### src/rtl/fetch_stage.sv
// -----------------------------------------------------------------------------
// fetch_stage
//
// Instruction fetch stage of the RISC-V datapath. It owns the program counter,
// fetches from instruction memory with a request/ready handshake, and holds
// the fetched word in the IF/ID register for the decode stage.
//
// Decode stalls are absorbed by a one-entry skid buffer. Taken branches
// redirect the PC and flush a NOP bubble into IF/ID.
//
// Ports:
//   clk            - single clock, rising-edge
//   reset_n        - synchronous active-low reset
//   stall          - decode/hazard stall, IF/ID holds while high
//   branch_taken   - redirect request
//   branch_target  - redirect byte address (low two bits ignored)
//   imem_req       - fetch request valid
//   imem_addr      - fetch byte address (always the current PC)
//   imem_ready     - memory returns imem_rdata this cycle
//   imem_rdata     - fetched instruction
//   if_valid       - IF/ID holds a real instruction
//   if_pc          - address of the instruction in IF/ID
//   if_instr       - instruction in IF/ID
//   if_opcode      - if_instr[6:0], feeds the main controller
// -----------------------------------------------------------------------------
module fetch_stage #(
  parameter int              PC_W     = 9,
  parameter int              INS_W    = 32,
  parameter logic [PC_W-1:0] RESET_PC = '0
) (
  input  logic             clk,
  input  logic             reset_n,
  input  logic             stall,
  input  logic             branch_taken,
  input  logic [PC_W-1:0]  branch_target,
  output logic             imem_req,
  output logic [PC_W-1:0]  imem_addr,
  input  logic             imem_ready,
  input  logic [INS_W-1:0] imem_rdata,
  output logic             if_valid,
  output logic [PC_W-1:0]  if_pc,
  output logic [INS_W-1:0] if_instr,
  output logic [6:0]       if_opcode
);

  localparam logic [INS_W-1:0] NOP = INS_W'(32'h0000_0013);

  localparam logic [1:0] IDLE  = 2'd0;
  localparam logic [1:0] FETCH = 2'd1;
  localparam logic [1:0] HOLD  = 2'd2;

  logic [1:0]       state;
  logic [PC_W-1:0]  pc;
  logic [PC_W-1:0]  skid_pc;
  logic [INS_W-1:0] skid_instr;
  logic             skid_full;

  // The target is word-aligned by dropping its two low bits.
  logic [1:0] unused_target_bits;
  assign unused_target_bits = branch_target[1:0];

  // The request is a pure decode of the state register, so it never glitches
  // on memory or stall inputs. The address is the PC itself, which only moves
  // on an accepted response, a redirect or reset.
  assign imem_req  = (state == FETCH);
  assign imem_addr = pc;
  assign if_opcode = if_instr[6:0];

  // Main sequential block: reset beats redirect, redirect beats everything
  // else, then the per-state fetch/stall/skid handling.
  always_ff @(posedge clk) begin
    if (!reset_n) begin
      state      <= IDLE;
      pc         <= RESET_PC;
      skid_full  <= 1'b0;
      skid_pc    <= RESET_PC;
      skid_instr <= NOP;
      if_valid   <= 1'b0;
      if_pc      <= RESET_PC;
      if_instr   <= NOP;
    end else if (branch_taken) begin
      // Any response arriving this cycle belongs to the wrong path and is
      // dropped, as is a buffered word.
      state     <= FETCH;
      pc        <= {branch_target[PC_W-1:2], 2'b00};
      skid_full <= 1'b0;
      if_valid  <= 1'b0;
      if_instr  <= NOP;
    end else begin
      case (state)
        IDLE: begin
          state <= FETCH;
          if (!stall) begin
            if_valid <= 1'b0;
            if_instr <= NOP;
          end
        end

        FETCH: begin
          if (imem_ready) begin
            pc <= pc + PC_W'(4);
            if (stall) begin
              // Decode cannot take the word; park it and stop requesting
              // until the buffer drains.
              skid_full  <= 1'b1;
              skid_pc    <= pc;
              skid_instr <= imem_rdata;
              state      <= HOLD;
            end else begin
              if_valid <= 1'b1;
              if_pc    <= pc;
              if_instr <= imem_rdata;
            end
          end else if (!stall) begin
            if_valid <= 1'b0;
            if_instr <= NOP;
          end
        end

        HOLD: begin
          if (!stall) begin
            if_valid  <= 1'b1;
            if_pc     <= skid_pc;
            if_instr  <= skid_instr;
            skid_full <= 1'b0;
            state     <= FETCH;
          end
        end

        default: begin
          state <= IDLE;
        end
      endcase
    end
  end

  // The buffer flag is kept for clarity of intent; HOLD already implies it.
  logic unused_skid_full;
  assign unused_skid_full = skid_full;

endmodule

### config.mk
export PLATFORM = sky130hd
export DESIGN_NAME = fetch_stage
export DESIGN_NICKNAME = d
export VERILOG_FILES = /design/src/rtl/fetch_stage.sv
export SDC_FILE = /design/constraint.sdc
export NUM_CORES = 1
export LEC_CHECK = 0
export BUFFER_PORTS_ARGS = -buffer_cell sky130_fd_sc_hd__buf_2
export CAP_MARGIN = 20
export CORE_MARGIN = 2
export CORE_UTILIZATION = 52
export DETAILED_ROUTE_END_ITERATION = 8
export PLACE_DENSITY = 0.82
export SYNTH_ARGS = -nofsm -noshare
export SYNTH_HDL_FRONTEND = slang
export SYNTH_SLANG_ARGS = --single-unit
### constraint.sdc
create_clock -name clk -period 2.6 [get_ports clk]
set_clock_uncertainty 0.1 [all_clocks]
set_input_delay 0.52 -clock clk [delete_from_list [all_inputs] [get_ports clk]]
set_output_delay 0.52 -clock clk [all_outputs]
set_load 0.005 [all_outputs]
Yosys cells after proc, flatten, opt, wreduce, memory -nomap -nowiden

Index checks and enable logic that the tools add are counted.

Word-level logic and storage cells: 56
Input port bits: 46
Register bits after elaboration: 94

Muxes and demuxes: 21
Eq/ne operators: 10
Bitwise logic cells: 2
Add/subtract/negate cells: 1
Reduce and logical (&&, ||, !) cells: 13

Operator list:

| operator              | number |
|---|---|
| $mux W32              | 4 |
| $pmux W32 S3          | 1 |
| $mux W9               | 6 |
| $pmux W9 S2           | 1 |
| $add A9 B3 Y9 const B | 1 |
| $ne A3 B3 Y1 const B  | 3 |
| $reduce_and A3 Y1     | 3 |
| $mux W2               | 3 |
| $ne A2 B2 Y1 const B  | 3 |
| $pmux W2 S3           | 1 |
| $reduce_bool A2 Y1    | 3 |
| $reduce_and A5 Y1     | 1 |
| $mux W1               | 4 |
| $reduce_and A2 Y1     | 2 |
| $reduce_and A4 Y1     | 1 |
| $ne A3 B2 Y1 const B  | 1 |
| $pmux W1 S3           | 1 |
| $reduce_bool A3 Y1    | 1 |
| $eq A2 B1 Y1 const B  | 1 |
| $eq A2 B2 Y1 const B  | 1 |
| $logic_not A2 Y1      | 1 |
| $ne A2 B1 Y1 const B  | 1 |
| $not A1 Y1            | 2 |
| $reduce_or A2 Y1      | 1 |

Logic depth before layout (Yosys ltp)

Gate-level depths: netlist of the first run.

Depth in word-level cells: 4
Depth in mapped cells: 10
Depth with buffers taken out: 6

Worst setup path before layout of the first run

No wires, ideal clock.

Path type: register to register
Start: register state[0]
End: register if_instr[23]
Clock period less this slack: 1.941 ns
Slack: 0.659 ns
Arrival time: 1.713 ns
Cell stages (with the launch flop): 9
Setup time: 0.128 ns
Cells stage by stage: dfxtp_1 -> inv_1 -> ha_1 -> nand2b_4 -> o32a_1 -> buf_2 -> buf_6 -> a22oi_1 -> nor2_1

Cells in the longest elaborated chain, start to end: 3
Elaborated cells on any way between the ends: 8
Classes of those cells: 4 x eq/ne; 1 x mux; 3 x reduce/logical

Ends and longest elaborated chain:

| item                                           | line | text |
|---|---|---|
| from (decl)                                    | 52   | `logic [1:0] state;` |
| from (signal assigned)                         | 73   | `state <= IDLE;` |
| from (signal assigned)                         | 84   | `state <= FETCH;` |
| from (signal assigned)                         | 92   | `state <= FETCH;` |
| $eq A2 B1 Y1 (tied with other cells)           | 90   | `case (state)` |
| $ne A3 B3 Y1 (no line) (tied with other cells) | --   |  |
| $reduce_and A3 Y1 (no line)                    | --   |  |
| to (signal assigned)                           | 112  | `if_instr <= imem_rdata;` |
| to (signal assigned)                           | 124  | `if_instr <= skid_instr;` |
| to (decl)                                      | 42   | `output logic [INS_W-1:0] if_instr,` |

Several ways; a longest one is shown, not always the timed one.
A chain may end at the register's enable or synchronous reset.

Final worst setup path of the first run

Start: register state[1]
End: register if_instr[1]

Same word-level chain as after synthesis.

==> results of run 1 <==
## critical path: stages, from the launching register on
cell	delay [ns]
dfxtp_1	0.43
inv_1	0.12
ha_1	0.31
and2_4	0.25
buf_4	0.26
a22o_1	0.23
a221oi_2	0.26
nand2_1	0.08
## area by class of cell
type | count | area, um^2 | share of cell area (%)
Clock inverter | 4 | 45.0 | 1.00
Timing Repair Buffer | 112 | 608 | 13.5
Clock buffer | 12 | 135 | 3.01
Sequential cell | 88 | 1760 | 39.2
Tap cell | 99 | 124 | 2.76
Inverter | 4 | 15.0 | 0.334
Multi-Input combinational cell | 303 | 1800 | 40.1
## power breakdown
part	switching (mW)	internal (mW)	leakage, nW
sequential	0.0311	1.38	0.713
clock	0.448	0.441	0.0941
combinational	0.214	0.142	1.06
total	0.694	1.97	1.86
## how the worst min path moves through the flow
stage / from / slack, ns / cells past startpoint / endpoint
2_1_floorplan: skid_pc[2] / 0.34 / 2 / skid_pc[2]
3_5_place_dp: skid_instr[10] / 0.35 / 2 / skid_instr[10]
5_1_grt: imem_rdata[21] / 0.31 / 3 / skid_instr[21]
4_1_cts: imem_rdata[4] / 0.30 / 3 / skid_instr[4]
3_3_place_gp: skid_pc[7] / 0.34 / 2 / skid_pc[7]
6_report: imem_rdata[21] / 0.31 / 3 / skid_instr[21]
## layer usage
metal,global-route usage [%],up-vias,routed length (um)
li1,-,1680,-
met1,29.2,1568,4010
met2,35.4,114,4150
met3,3.10,13,550
met4,8.72,0,158
met5,0,-,0
## state kept, by name (all words and copies together) (netlist names)
signal	count
if_instr	32
skid_instr	32
if_pc	7
imem_addr	7
skid_pc	7
state	2
if_valid	1
## kinds of logic (layout without fill, tap and decap cells)
family                   count (synthesis)  count (layout)  share of synthesized area (%)
other                                    1               4                         0.0972
AND/OR/NAND/NOR                        144             144                           15.5
flip-flops                              88              88                           45.7
buffers and inverters                   52             132                           7.95
multiplexers                            10              10                           2.60
adder cells (fa/ha/maj)                  8               8                           2.60
XOR/XNOR                                 6               6                           1.36
AO/OA/AOI/OAI                          131             131                           24.2
## metrics by stage
step	utilization [%]	cells	cell area (um^2)	hold slack [ns]	setup slack [ns]
6_report	62.2	622	4490	0.309	0.451
5_1_grt	62.2	622	4490	0.309	0.370
4_1_cts	62.2	622	4490	0.299	0.477
3_5_place_dp	59.7	606	4310	0.347	0.491
3_3_place_gp	59.7	606	4310	0.342	0.533
2_1_floorplan	-	443	3870	0.336	0.659
## synthesized netlist by cell type, types with 7 or more instances
master	number
a22o_1	32
buf_4	14
a22oi_1	30
a21oi_1	35
o21ai_0	8
buf_2	11
a21boi_0	7
nand2_1	86
clkbuf_1	17
ha_1	8
dfxtp_1	88
mux2i_1	10
a211oi_1	8
nor2_1	39
==> results.py, run 1 <==
metrics = {
    "timing": {
        "finalCritPeriodShare_pct": 82.7,
        "final-hold-violation-count": 0,
        "final_max_slew_viol_count": 0,
        "tns_ns": 0,
        "fmax_mhz": 465,
        "period_minus_slack_ns": 2.15,
        "setup-violations-final": 0,
        "rsz0062_at_grt": "no",
        "worst_slew_margin_rel_pct": 63.0,
        "worstMarginPinSlew_ns": 0.554,
    },
    "worst_setup_path": {
        "end_kind": "flip-flop",
        "worstPathArrival_ns": 2.29,
        "critPathKind": "flip-flop to flip-flop",
        "crit_end": "if_instr[1]",
        "rrSetupSlack_ns": 0.45,
        "startpoint": "state[1]",
        "cp.required_ns": 2.74,
        "timing.rr.start": "state[1]",
        "r2r_cells": 7,
        "rr_endpoint": "if_instr[1]",
        "start_kind": "flip-flop",
        "crit_fanout": 32,
    },
    "global_routing": {
        "antenna_found_initial": 0,
        "grt_max_degree": 33,
        "overflow": 0,
        "grt_pass1_vias": 3028,
        "grt_pass1_wl_um": 14500,
        "gr-usage-all-layers_pct": 21.8,
    },
    "die": {
        "core_area_um2": 7210,
        "io_pins": 105,
        "die_w_um": 90.1,
        "initial_core_util_pct": 53.5,
        "die_height_um": 90.1,
        "die_area_um2": 8120,
        "rows": 31,
    },
    "placement": {
        "io_buffers": 98,
        "gp_congestion": 0.857,
        "post-dp-hpwl_um": 6030,
    },
    "yosys": {
        "synth_seq_cells": 88,
        "async_flop_share_pct": 0,
        "ys_types": 40,
        "synth-edff-count": 0,
        "syn_inst": 440,
        "syn_area_um2": 3860,
        "synth_top_area_share_pct": 45.7,
        "ys.flop_type": "dfxtp_1",
        "syn_avg_cell_area_um2": 8.76,
        "yosys.area.top_type": "dfxtp_1",
        "yosys_warnings": 0,
        "yosys-top-cells-area": "dfxtp_1 46%, nand2_1 8.4%, a22o_1 7.3%",
        "ys_seq_area_share_pct": 45.7,
    },
    "cts": {
        "cts_setup_buffers": 0,
        "htreeDepth": 3,
        "clock_sinks": 88,
        "clockRootBuffer": "clkbuf_8",
        "clk_pin_slew_ns": 0.09,
        "cts-hold-fix-buffers": 0,
        "cts_buffer_depth": 2,
        "cts_resized": 0,
        "cts_tree": "done",
        "clock_latency_ns": 0.35,
        "cts_buffers": 9,
    },
    "outcome": {
        "status": "completed",
    },
    "routing": {
        "drcViolationCount": 0,
        "vias": 3375,
        "first_pass_iters": 5,
        "drt-vias-per-instance": 5.43,
        "wl_per_cell_um": 14.3,
        "antenna_left": 0,
        "totalWireLength_um": 8870,
        "drt_iter0_drc": 132,
    },
    "finish": {
        "nets": 572,
        "syn2layout_area_growth_pct": 16.5,
        "final_common_cell": "buf_2",
        "drive_above_1_share_pct": 25.4,
        "num_antenna_cells": 0,
        "fillers": 658,
        "final_cell_mix": "98 x buf_2, 88 x dfxtp_1, 86 x nand2_1, 39 x nor2_1, 35 x a21oi_1",
    },
    "power": {
        "leakagePower_nw": 1.86,
        "power.density_nw_per_um2": 592,
        "report.power.total_mw": 2.66,
        "peakVddDrop_v": 0.000280,
    },
    "worst_hold_path": {
        "min_path_type": "primary input to flip-flop",
    },
    "run": {
        "maxCapViolations": 0,
    },
}
(Power assumes the default switching activity.)
==> run 2, diff against run 1 <==
--- a/config.mk
+++ b/config.mk
@@ -8,9 +8,9 @@
 export BUFFER_PORTS_ARGS = -buffer_cell sky130_fd_sc_hd__buf_2
 export CAP_MARGIN = 20
 export CORE_MARGIN = 2
-export CORE_UTILIZATION = 52
+export CORE_UTILIZATION = 47
 export DETAILED_ROUTE_END_ITERATION = 8
-export PLACE_DENSITY = 0.82
+export PLACE_DENSITY = 0.79
 export SYNTH_ARGS = -nofsm -noshare
 export SYNTH_HDL_FRONTEND = slang
 export SYNTH_SLANG_ARGS = --single-unit
==> constraint.sdc (replaced) <==
create_clock -name clk -period 1.8 [get_ports clk]
set_clock_uncertainty 0.1 [all_clocks]
set_input_delay 0.36 -clock clk [delete_from_list [all_inputs] [get_ports clk]]
set_output_delay 0.36 -clock clk [all_outputs]
set_load 0.005 [all_outputs]
==> run 2 against run 1 <==
- the run now ends with setup timing left
- final area up 8.7%
- sequential power is 45% higher
- clock power is 50% higher
- sequential cell count unchanged
- first-iteration DRC count grew 17%
- global-route usage is 0.54 points lower
- via count increased by 3.2%
- non-clock buffer count increased by 18
- combinational power up 95%
- wire length is 12% higher
- worst hold slack worse by 0.17 ns
- power increased by 53%
- critical endpoint is now if_instr[16]
- largest cell class unchanged
- highest routed layer unchanged
==> results.py, run 2 (synthesis gave the netlist of run 1 again) <==
metrics = {
    "finish": {
        "final_area_um2": 4880,
        "final_common_cell": "buf_2",
        "nets": 590,
        "num_antenna_cells": 0,
        "drive_above_1_share_pct": 33.1,
        "syn2layout_area_growth_pct": 26.6,
        "final_cell_mix": "98 x buf_2, 86 x nand2_1, 86 x dfxtp_1, 39 x nor2_1, 35 x a21oi_1",
        "top_regs": "if_instr: 32 flops, skid_instr: 32 flops",
        "utilization_pct": 60.3,
        "fillers": 734,
        "final_cells": 646,
    },
    "routing": {
        "drt-vias-per-instance": 5.39,
        "antenna_left": 0,
        "totalWireLength_um": 9940,
        "drt_iter0_drc": 155,
        "wl_per_cell_um": 15.4,
        "vias": 3482,
        "first_pass_iters": 4,
        "drcViolationCount": 0,
    },
    "die": {
        "rows": 33,
        "die_w_um": 94.6,
        "io_pins": 105,
        "die_height_um": 94.6,
        "die_area_um2": 8950,
        "initial_core_util_pct": 47.6,
        "core_area_um2": 8090,
    },
    "worst_setup_path": {
        "slowest_delay_ns": 0.39,
        "start_kind": "flip-flop",
        "critPathKind": "flip-flop to flip-flop",
        "cp.required_ns": 1.96,
        "critPathTopFamily": "compound AO/OA/AOI/OAI gates",
        "cp_slowest_cell": "dfxtp_4",
        "crit_buf_inv": 2,
        "worstPathArrival_ns": 1.96,
        "crit_fanout": 11,
        "path_cells": "inv_4 > ha_4 > nand2b_4 > o32a_4 > clkbuf_16 > a22oi_1 > nor2_1",
        "end_kind": "flip-flop",
    },
    "run": {
        "maxCapViolations": 0,
    },
    "timing": {
        "setup-violations-final": 2,
        "tns_ns": -0.0106,
        "period_minus_slack_ns": 1.81,
        "finalCritPeriodShare_pct": 100,
        "rsz0062_at_grt": "yes",
        "fin_ws_ns": -0.00616,
        "fmax_mhz": 554,
        "final-hold-violation-count": 0,
        "holdWs_ns": 0.138,
        "final_max_slew_viol_count": 0,
    },
    "cts": {
        "cts_tree": "done",
        "clk_pin_slew_ns": 0.09,
        "cts_buffers": 9,
        "cts_buffer_depth": 2,
        "clock_sinks": 88,
        "cts-hold-fix-buffers": 0,
        "clockRootBuffer": "clkbuf_8",
        "clock_latency_ns": 0.36,
        "htreeDepth": 3,
    },
    "placement": {
        "place_area_um2": 4480,
        "gp_congestion": 0.860,
        "post-dp-hpwl_um": 6570,
        "io_buffers": 98,
        "dpl.cell_count": 623,
        "preCtsSetupSlack_ns": -0.0260,
    },
    "global_routing": {
        "antenna_found_initial": 0,
        "overflow": 0,
        "grt_pass1_vias": 3270,
        "grt_max_degree": 34,
        "grt_pass1_wl_um": 14900,
        "gr-usage-all-layers_pct": 21.2,
    },
    "power": {
        "report.power.total_mw": 4.06,
        "peakVddDrop_v": 0.000397,
        "leakagePower_nw": 2.00,
        "power.density_nw_per_um2": 832,
    },
    "outcome": {
        "violations": "setup timing",
        "status": "finished with violations",
    },
    "worst_hold_path": {
        "min_path_type": "primary input to flip-flop",
    },
}
run 2: changes by cell type in the layout (fill, tap and decap cells not counted), moves of 3 or more:
cell | previous run | this run
clkbuf_16 | 0 | 3
buf_4 | 13 | 24
a22oi_1 | 30 | 12
buf_12 | 1 | 4
a22oi_2 | 0 | 18
run 2: layout make-up:
class / instances / area (um^2) / share of cell area (%)
Inverter: 4 / 17.5 / 0.359
Clock inverter: 6 / 58.8 / 1.20
Timing Repair Buffer: 130 / 837 / 17.1
Clock buffer: 10 / 128 / 2.61
Tap cell: 105 / 131 / 2.69
Multi-Input combinational cell: 303 / 1940 / 39.8
Sequential cell: 88 / 1770 / 36.2
run 2: final timing paths:
path	depth (start not counted)	slack, ns	end	startpoint
hold / removal	3	0.14	skid_instr[18]	imem_rdata[18]
setup / recovery	7	-0.006	if_instr[16]	state[1]
setup reg to reg	7	-0.006	if_instr[16]	state[1]
hold reg to reg	2	0.36	skid_pc[8]	skid_pc[8]
run 2: timing repair:
action,in CTS,in global routing
setup buffers,2,2
pin swaps,0,9
resized for setup,2,23
setup endpoints to repair,14,39
cloned,0,3
run 2: where the power goes:
part	internal (mW)	switching, mW
clock network	0.636	0.690
registers	2.00	0.0433
logic	0.314	0.381
total	2.95	1.11
run 2: per-layer routing:
metal,routed length [um],part of all wire [%],GRT usage (%),vias up
met3,396,4.0,4.15,12
met5,0,0,0,-
met4,154,1.5,6.52,0
met1,4440,45,26.7,1666
li1,-,-,-,1722
met2,4950,50,36.7,82
run 2: worst reg2reg max path: stages (launching register included):
cell,delay [ns]
dfxtp_4,0.39
inv_4,0.06
ha_4,0.28
nand2b_4,0.06
o32a_4,0.37
clkbuf_16,0.20
a22oi_1,0.20
nor2_1,0.05
==> run 3, diff against run 2 <==
==> config.mk (replaced) <==
export PLATFORM = sky130hd
export DESIGN_NAME = fetch_stage
export DESIGN_NICKNAME = d
export VERILOG_FILES = /design/src/rtl/fetch_stage.sv
export SDC_FILE = /design/constraint.sdc
export NUM_CORES = 1
export LEC_CHECK = 0
export CAP_MARGIN = 20
export CORE_MARGIN = 2
export CORE_UTILIZATION = 52
export DETAILED_ROUTE_END_ITERATION = 8
export DONT_BUFFER_PORTS = 1
export PLACE_DENSITY = 0.73
export RECOVER_POWER = 100
export SYNTH_ARGS = -nofsm -noshare
export SYNTH_HDL_FRONTEND = slang
export SYNTH_SLANG_ARGS = --single-unit
==> run 3 against run 2 <==
- the flow now finishes without violations
- sequential share of layout area grew 5.1 points
- die area is 9.2% lower
- core utilization fell by 0.96 points
- final cell count fell by 17%
- critical path type unchanged
- highest routed layer unchanged
==> results.py, run 3 (synthesis gave the netlist of run 1 again) <==
metrics = {
    "timing": {
        "final-hold-violation-count": 0,
        "setup-violations-final": 0,
        "fin_ws_ns": 0.0132,
        "rsz0062_at_grt": "yes",
        "period_minus_slack_ns": 1.79,
        "fmax_mhz": 560,
        "final_max_slew_viol_count": 0,
        "tns_ns": 0,
        "finalCritPeriodShare_pct": 99.3,
    },
    "global_routing": {
        "grt_pass1_vias": 2854,
        "overflow": 0,
        "grt_pass1_wl_um": 14200,
        "antenna_found_initial": 0,
        "gr-usage-all-layers_pct": 21.7,
        "grt_max_degree": 30,
    },
    "routing": {
        "totalWireLength_um": 8830,
        "drt-vias-per-instance": 5.57,
        "drcViolationCount": 0,
        "drt_iter0_drc": 153,
        "first_pass_iters": 4,
        "vias": 2991,
        "antenna_left": 0,
        "wl_per_cell_um": 16.4,
    },
    "power": {
        "peakVddDrop_v": 0.000461,
        "report.power.total_mw": 4.12,
        "power.density_nw_per_um2": 962,
        "leakagePower_nw": 1.51,
        "clkPwrFrac_pct": 38.0,
        "internal_power_mw": 3.11,
        "pwr-share-comb_pct": 12.3,
        "seqPwrFrac_pct": 49.7,
        "power.share.switching_pct": 24.6,
        "p_switching_mw": 1.02,
    },
    "placement": {
        "place_area_um2": 3990,
        "io_buffers": 0,
        "preCtsSetupSlack_ns": -0.000217,
        "gp_congestion": 0.762,
        "post-dp-hpwl_um": 5940,
    },
    "die": {
        "die_height_um": 90.1,
        "io_pins": 105,
        "rows": 31,
        "die_area_um2": 8120,
        "core_area_um2": 7210,
        "die_w_um": 90.1,
        "initial_core_util_pct": 53.5,
    },
    "run": {
        "maxCapViolations": 0,
    },
    "worst_setup_path": {
        "slowest_delay_ns": 0.39,
        "crit_buf_inv": 2,
        "crit_fanout": 29,
        "path_cells": "inv_2 > ha_4 > nand2b_4 > o32a_1 > buf_12 > a22oi_1 > nor2_1",
        "start_kind": "flip-flop",
        "rrSetupSlack_ns": 0.01,
        "critPathTopFamily": "compound AO/OA/AOI/OAI gates",
        "critPathKind": "flip-flop to flip-flop",
        "worstPathArrival_ns": 1.92,
        "end_kind": "flip-flop",
        "cp.required_ns": 1.93,
        "cp_slowest_cell": "dfxtp_4",
    },
    "finish": {
        "drive_above_1_share_pct": 14.2,
        "nets": 488,
        "num_antenna_cells": 0,
        "syn2layout_area_growth_pct": 11.1,
        "final_area_um2": 4280,
        "top_regs": "if_instr: 32 flops, skid_instr: 32 flops",
        "final_cell_mix": "86 x nand2_1, 86 x dfxtp_1, 39 x nor2_1, 35 x a21oi_1, 32 x a22o_1",
    },
    "cts": {
        "clockRootBuffer": "clkbuf_8",
        "clock_sinks": 88,
        "cts_buffers": 9,
        "cts_buffer_depth": 2,
        "htreeDepth": 3,
        "cts_tree": "done",
        "clock_latency_ns": 0.36,
        "clk_pin_slew_ns": 0.08,
    },
    "worst_hold_path": {
        "min_path_type": "primary input to flip-flop",
    },
    "outcome": {
        "status": "completed",
    },
}
-- run 3: cell count changes in the layout (fill, tap and decap cells not counted), sizes merged --
cell,change
buf,-102
bufinv,+1
clkbuf,+2
clkinv,-3
clkinvlp,-1
dlygate4sd3,+1
inv,-1
-- run 3: worst paths after layout --
check                                    from       endpoint  cells past startpoint
worst min-delay path            imem_rdata[1]  skid_instr[1]                      2
worst max-delay path                 state[0]   if_instr[21]                      7
worst min register to register     skid_pc[4]     skid_pc[4]                      2
worst max register to register       state[0]   if_instr[21]                      7
-- run 3: worst reg2reg max path, delay by kind of cell (launching register included) --
| family | cells | cell delay (ns) |
|---|---|---|
| fa+ha+maj | 1 | 0.29 |
| compound gates | 2 | 0.52 |
| flops | 1 | 0.39 |
| simple gates | 2 | 0.11 |
| buf+inv | 2 | 0.26 |
-- run 3: metrics by stage --
| step | instances | hold slack [ns] | util, % |
|---|---|---|---|
| after detailed placement | 520 | 0.339 | 55.2 |
| after floorplan | 443 | 0.336 | - |
| final | 537 | 0.0235 | 59.4 |
| after global placement | 520 | 0.335 | 55.2 |
| after global routing | 537 | 0.0128 | 59.4 |
| after CTS | 536 | 0.00261 | 58.6 |
-- run 3: per-layer routing --
metal / up-vias / track usage (%) / part of all wire, %
met5: - / 0 / 0
met4: 0 / 6.67 / 1.3
met3: 11 / 6.96 / 6.1
met2: 73 / 35.4 / 47
met1: 1398 / 27.4 / 45
li1: 1509 / - / -
-- run 3: layout make-up --
type                       instances  area, um^2
multi-input combinational        303        1880
sequential                        88        1770
clock buffer                      13         170
inverter                           4        17.5
tap                               99         124
fill                             661        2930
timing repair buffer              28         263
clock inverter                     2        60.1
-- run 3: power by group through the flow --
stage	clock network, mW	registers, mW	logic (mW)
final	1.57	2.05	0.508
after global routing	1.68	2.06	0.556
after detailed placement	0	2.10	0.486
after CTS	1.60	2.05	0.491
after floorplan	0	2.08	0.379
after global placement	0	2.09	0.476
-- run 3: what timing repair did --
action,in CTS,in global routing
hold buffers,1,0
setup buffers,0,1
pin swaps,0,0
endpoints found under the hold margin,3,0
endpoints found under the setup margin,2,34
gates resized for setup,1,13
